<file path="src/rtl/wind_input_conditioner.sv">
`default_nettype none
// ============================================================================
// Module  : wind_input_conditioner
// Brief   : Synchronises and debounces the wind switches, decodes a legal mode
//           and emits a one-cycle step tick. WIND_ILLEGAL_HOLD_EN makes sw=11
//           hold the current mode instead of decoding to calm.
// Revision: 1.0 - initial release
// ============================================================================
module wind_input_conditioner #(
  parameter int TICK_DIV        = 33554432,
  parameter int DEBOUNCE_CYCLES = 500000
) (
  input  logic       clk,
  input  logic       reset,
  input  logic [1:0] sw_raw,
  output logic [1:0] mode,
  output logic       tick,
  output logic       mode_changed,
  output logic       heartbeat
);

  localparam int c_tick_w = $clog2(TICK_DIV);
  localparam int c_cnt_w  = (DEBOUNCE_CYCLES > 1) ? $clog2(DEBOUNCE_CYCLES) : 1;
  localparam logic [c_tick_w-1:0] c_tick_last = c_tick_w'(TICK_DIV - 1);
  localparam logic [c_tick_w-1:0] c_tick_one  = c_tick_w'(1);
  localparam logic [c_cnt_w-1:0]  c_cnt_last  = c_cnt_w'(DEBOUNCE_CYCLES - 1);
  localparam logic [c_cnt_w-1:0]  c_cnt_one   = c_cnt_w'(1);

  logic [1:0]          sync1_q, sync1_d;
  logic [1:0]          sync2_q, sync2_d;
  logic [1:0]          cand_q, cand_d;
  logic [1:0]          stable_q, stable_d;
  logic [c_cnt_w-1:0]  cnt_q, cnt_d;
  logic [c_tick_w-1:0] tick_cnt_q, tick_cnt_d;
  logic                tick_q, tick_d;
  logic [1:0]          mode_q, mode_d;
  logic                mode_changed_q, mode_changed_d;
  logic                heartbeat_q, heartbeat_d;

  logic                tick_edge;
  logic                apply;
  logic [1:0]          decoded;

  always_comb begin
`ifdef WIND_ILLEGAL_HOLD_EN
    apply   = (stable_q != 2'b11);
    decoded = stable_q;
`else
    apply   = 1'b1;
    decoded = (stable_q == 2'b11) ? 2'b00 : stable_q;
`endif
  end

  always_comb begin
    sync1_d = sw_raw;
    sync2_d = sync1_q;
    cand_d   = cand_q;
    stable_d = stable_q;
    cnt_d    = '0;
    if (sync2_q != cand_q) begin
      cand_d = sync2_q;
    end else if (cand_q != stable_q) begin
      if (cnt_q == c_cnt_last) begin
        stable_d = cand_q;
      end else begin
        cnt_d = cnt_q + c_cnt_one;
      end
    end

    // Mode is only ever updated on the edge that raises tick, so the
    // downstream FSM sees mode, tick and mode_changed aligned.
    tick_edge      = (tick_cnt_q == c_tick_last);
    tick_cnt_d     = tick_edge ? '0 : tick_cnt_q + c_tick_one;
    tick_d         = tick_edge;
    mode_d         = mode_q;
    mode_changed_d = 1'b0;
    heartbeat_d    = heartbeat_q;
    if (tick_edge) begin
      heartbeat_d = ~heartbeat_q;
      if (apply) begin
        mode_d         = decoded;
        mode_changed_d = (decoded != mode_q);
      end
    end
  end

  always_ff @(posedge clk or posedge reset) begin
    if (reset) begin
      sync1_q        <= '0;
      sync2_q        <= '0;
      cand_q         <= '0;
      stable_q       <= '0;
      cnt_q          <= '0;
      tick_cnt_q     <= '0;
      tick_q         <= 1'b0;
      mode_q         <= 2'b00;
      mode_changed_q <= 1'b0;
      heartbeat_q    <= 1'b0;
    end else begin
      sync1_q        <= sync1_d;
      sync2_q        <= sync2_d;
      cand_q         <= cand_d;
      stable_q       <= stable_d;
      cnt_q          <= cnt_d;
      tick_cnt_q     <= tick_cnt_d;
      tick_q         <= tick_d;
      mode_q         <= mode_d;
      mode_changed_q <= mode_changed_d;
      heartbeat_q    <= heartbeat_d;
    end
  end

  assign mode         = mode_q;
  assign tick         = tick_q;
  assign mode_changed = mode_changed_q;
  assign heartbeat    = heartbeat_q;

endmodule
`default_nettype wire

</file>
<file path="config.mk">
export PLATFORM = sky130hd
export DESIGN_NAME = wind_input_conditioner
export DESIGN_NICKNAME = d
export VERILOG_FILES = /design/src/rtl/wind_input_conditioner.sv
export SDC_FILE = /design/constraint.sdc
export NUM_CORES = 1
export LEC_CHECK = 0
export ABC_AREA = 1
export CORE_MARGIN = 2
export CORE_UTILIZATION = 57
export CTS_CLUSTER_DIAMETER = 30
export DETAILED_ROUTE_END_ITERATION = 8
export PLACE_DENSITY_LB_ADDON = 0.05
export SYNTH_ARGS = -nofsm -noshare
export SYNTH_HDL_FRONTEND = slang
export SYNTH_SLANG_ARGS = --single-unit
export TNS_END_PERCENT = 20
</file>
<file path="constraint.sdc">
create_clock -name clk -period 4.7 [get_ports clk]
set_clock_uncertainty 0.05 [all_clocks]
set_input_delay 0.94 -clock clk [delete_from_list [all_inputs] [get_ports clk]]
set_output_delay 0.94 -clock clk [all_outputs]
set_load 0.02 [all_outputs]
</file>
==> Word level (Yosys, flattened, before mapping) <==
Cells that the tools add are included.
Widths: inputs -> output; s select.
{ "totals": {"elab_cells": 27, "ff_bits": 57} }
{ "classes": {"eq_ne": 6, "n_mux": 6, "n_addsub": 2, "bitwise_logic": 2, "reduce_logical": 1} }
{ "op_table": {"columns": ["operator", "count"], "rows": [
  ["$mux 19", 3],
  ["$add 25x1->25 const B", 1],
  ["$eq 25x25->1 const B", 1],
  ["$mux 25", 1],
  ["$add 19x1->19 const B", 1],
  ["$eq 19x19->1 const B", 1],
  ["$ne 2x2->1", 3],
  ["$reduce_and 3->1", 1],
  ["$eq 2x2->1 const B", 1],
  ["$mux 2", 1],
  ["$not 1->1", 2],
  ["$mux 1", 1]
]} }

==> Depth between registers and ports, before layout <==
{ "logic_depth": {"ltp_word": 4, "ltp_mapped": 9, "depth_no_buf": 9} }

==> Worst setup path after synthesis <==
OpenSTA, ideal clock, no wires.
{ "synth_timing": {"path_kind": "register to register", "from": "reg cnt_q[0]", "to": "reg cnt_q[6]", "arrival_ns": 1.333, "setup_ns": 0.121, "stages_incl_launch_ff": 10, "slack_ns": 3.197, "path_cell_list": "dfrtp_1 ha_1 nand2_1 nor2_1 nand3_1 nor2_4 nor2_4 inv_2 buf_6 nor2_2"} }
{ "synth_via": {"elab_chain_len": 4, "word_cells_on_any_way": 5} }
{ "synth_lines": {"columns": ["element", "line", "text"], "rows": [
  ["from (decl)", "33", "logic [c_cnt_w-1:0] cnt_q, cnt_d;"],
  ["from (signal assigned)", "104", "cnt_q <= cnt_d;"],
  ["$add 19x1->19 or $eq 19x19->1 (tied branches)", "66, 63", null],
  ["$mux 19 (*)", "63", "if (cnt_q == c_cnt_last) begin"],
  ["$mux 19 (*)", "62", "end else if (cand_q != stable_q) begin"],
  ["$mux 19 (*)", "60", "if (sync2_q != cand_q) begin"],
  ["via cnt_d[6]", "33", null]
]} }
The timed path passes the listed nets; every way through them passes the cells marked *.
A chain may end at the register's enable or synchronous reset.

==> Worst setup path in the final report <==
{ "layout_timing": {"from": "reg heartbeat_q (netlist: heartbeat)", "to": "out heartbeat"} }
{ "layout_lines": {"columns": ["element", "line", "text"], "rows": [
  ["from (decl)", "38", "logic heartbeat_q, heartbeat_d;"],
  ["from (signal assigned)", "109", "heartbeat_q <= heartbeat_d;"],
  ["to (decl)", "19", "output logic heartbeat"]
]} }
No word-level cell between the ends.

==> flow_summary.yaml <==
clock_network:
  ctsResizeCount: 0
  clkLatencyLatePin_ns: 0.33
  cts_root_buffer: "clkbuf_8"
  cts_hold_buf: 0
  postCtsSetupRepairBufs: 0
  cts_tree: "done"
  numClockSinks: 57
  clkTransAtPathRegs_ns: 0.06
  cts_buffers: 9
  cts.htree.levels: 3
  clk_path_buf_depth: 2
sta:
  rsz0062_at_grt: "no"
  finalSetupTns_ns: 0
  max_slew_margin_pct: 49.2
  tightest_slew_ns: 0.762
  slew_violations: 0
  finalHoldViolCount: 0
  fin_crit_sh_pct: 49.6
  fmax_ghz: 0.429
  setup_viol: 0
  fin_crit_ns: 2.33
pwr:
  clockPowerShare_pct: 48.0
  switching_share_pct: 19.8
  p_int_uw: 811
  sequentialPowerShare_pct: 49.2
  leakagePower_nw: 1.55
  ir_drop_uv: 213
  combPwrFrac_pct: 2.7
  p_sw_uw: 200
  powerDensity_nw_per_um2: 302
die:
  die_h_um: 76.4
  core_um2: 5070
  die_width_um: 76.4
  floorplan.initialDensity_pct: 58.9
  io_pins: 9
  dieArea_um2: 5830
  rows: 26
yosys:
  synth_area_leaders: "dfrtp_1 (48%), nand2_1 (14%), nor2_1 (9.6%), inv_1 (5.8%), xor2_1 (4.4%)"
  yosysTopAreaCell: "dfrtp_1"
  synth-seq-cells: 57
  synth_cells: 392
  yosys_warnings: 0
  synth_top_area_share_pct: 47.8
  synth.avg_cell_area_um2: 7.62
  ys_seq_area_share_pct: 47.8
  syn_nets: 398
  synth_area_um2: 2990
  synth.distinct_cells: 23
route:
  avgRoutedWirePerCell_um: 11.3
  dr.pass1.iters: 4
  drc_errors: 0
  vias_per_cell: 4.75
  antenna_left: 0
  drtIter0Drc: 90
  dr_total_vias: 2292
  wl_um: 5460
global_routing:
  grt-ovfl-total: 0
  grt_use_total_pct: 21.5
  grt_pass1_vias: 2340
  grt_first_pass_wirelength_um: 9970
  antenna_found_initial: 0
  grt_start_max_net_pins: 38
critical_path:
  cp.arrival_ns: 1.34
  crit_required_ns: 3.71
  path_buf_inv: 1
  cp_top_family: "buffers and inverters"
  crit_path_max_incr_delay_ns: 0.62
  start_kind: "flip-flop"
  critPathSlowestCell: "clkdlybuf4s50_1"
  crit_chain: "clkdlybuf4s50_1"
  crit_path_max_fanout: 2
  reg2reg_from: "cnt_q[0]$_DFF_PP0_"
  end_kind: "output pin"
  critPathLaunch: "heartbeat$_DFFE_PP0P_"
  worstSetupPathType: "reg -> out"
placed_design:
  dp_hpwl_um: 4070
  gp_congestion: 0.890
  io_buffers: 8
layout:
  syn_to_final_growth_pct: 12.3
  post-route-util_pct: 66.1
  final_cell_mix: "nand2_1 (114), nor2_1 (76), dfrtp_1 (57)"
  fillers: 461
  nNetsFinal: 415
  seq_area_um2: 1430
  antenna_cells: 0
  layout_commonest_cell: "nand2_1"
  drive_gt1_share_pct: 8.96
  multiInputGateArea_um2: 1360
worst_hold_path:
  worstHoldStart: "sync1_q[1]$_DFF_PP0_"
  hp-class: "reg -> reg"
flow_run:
  maxCapViolations: 0
status:
  status: "completed"
-- logic make-up after synthesis --
family                   share of synthesized area (%)
adder cells (fa/ha/maj)                          0.838
flip-flops                                        47.8
AND/OR/NAND/NOR                                   35.1
buffers and inverters                             6.83
XOR/XNOR                                          7.58
AO/OA/AOI/OAI                                     1.84
-- worst paths after layout --
kind,end,slack (ns),depth (start not counted)
setup / recovery,heartbeat,2.37,1
hold / removal,sync2_q[1]$_DFF_PP0_,0.30,0
max in group asynchronous,tick_cnt_q[7]$_DFF_PP0_,2.83,3
min in group asynchronous,tick_cnt_q[16]$_DFF_PP0_,1.01,2
setup reg to reg,cnt_q[13]$_DFF_PP0_,2.92,8
hold reg to reg,sync2_q[1]$_DFF_PP0_,0.30,0
-- per-layer routing --
layer | wire length, um | global-route usage (%)
met5 | 0 | 0
met4 | 135 | 10.2
met3 | 160 | 6.16
met2 | 2620 | 36.5
met1 | 2540 | 25.3
-- Yosys cell counts --
cell and n:
nand2_1 114, nor2_1 76, dfrtp_1 57, inv_1 46, nand3_1 25, xor2_1 15
nor2_2 11, xnor2_1 9, a21oi_1 5, nand4_1 5, nor2_4 4, nor3_1 4
o21ai_0 4, nand3b_1 3, clkbuf_1 2, ha_1 2, inv_2 2, nand2_2 2
o21ai_1 2, buf_6 1, clkinv_2 1, nand2_4 1, xnor2_2 1
-- area by class of cell --
| cell class | count | area share, % |
|---|---|---|
| Inverter | 49 | 5.52 |
| Multi-Input combinational cell | 283 | 40.4 |
| Sequential cell | 57 | 42.5 |
| Tap cell | 70 | 2.61 |
| Timing Repair Buffer | 9 | 2.61 |
| Clock buffer | 12 | 4.33 |
| Clock inverter | 3 | 1.94 |
-- worst reg2reg max path: cells and delay by family (launching register included) --
kind | cells | cell delay [ns]
adder cells (fa/ha/maj) | 1 | 0.23
buffers and inverters | 1 | 0.27
flip-flops | 1 | 0.41
AND/OR/NAND/NOR | 6 | 0.69
-- sequential cells by signal, indices dropped and copies added (netlist names) --
| register | count |
|---|---|
| tick_cnt_q | 25 |
| mode | 2 |
| cand_q | 2 |
| heartbeat | 1 |
| mode_changed | 1 |
| stable_q | 2 |
| tick | 1 |
| sync2_q | 2 |
| cnt_q | 19 |
| sync1_q | 2 |
-- power by group through the flow --
stage / registers (mW) / clock network [mW] / logic, mW
floorplan: 0.506 / 0 / 0.0224
global placement: 0.507 / 0 / 0.0282
detailed placement: 0.507 / 0 / 0.0290
CTS: 0.498 / 0.499 / 0.0289
global route: 0.498 / 0.520 / 0.0323
finish: 0.498 / 0.486 / 0.0277
-- metrics by stage --
step	cells	setup slack [ns]	cell area [um^2]	hold slack [ns]	power [mW]
after floorplan	392	2.31	2990	0.281	0.529
after global placement	468	2.43	3140	0.285	0.535
after detailed placement	468	2.41	3140	0.286	0.536
after CTS	483	2.35	3350	0.301	1.03
after global routing	483	2.31	3350	0.305	1.05
final	483	2.37	3350	0.298	1.01
Power figures use the tool's default switching activity.
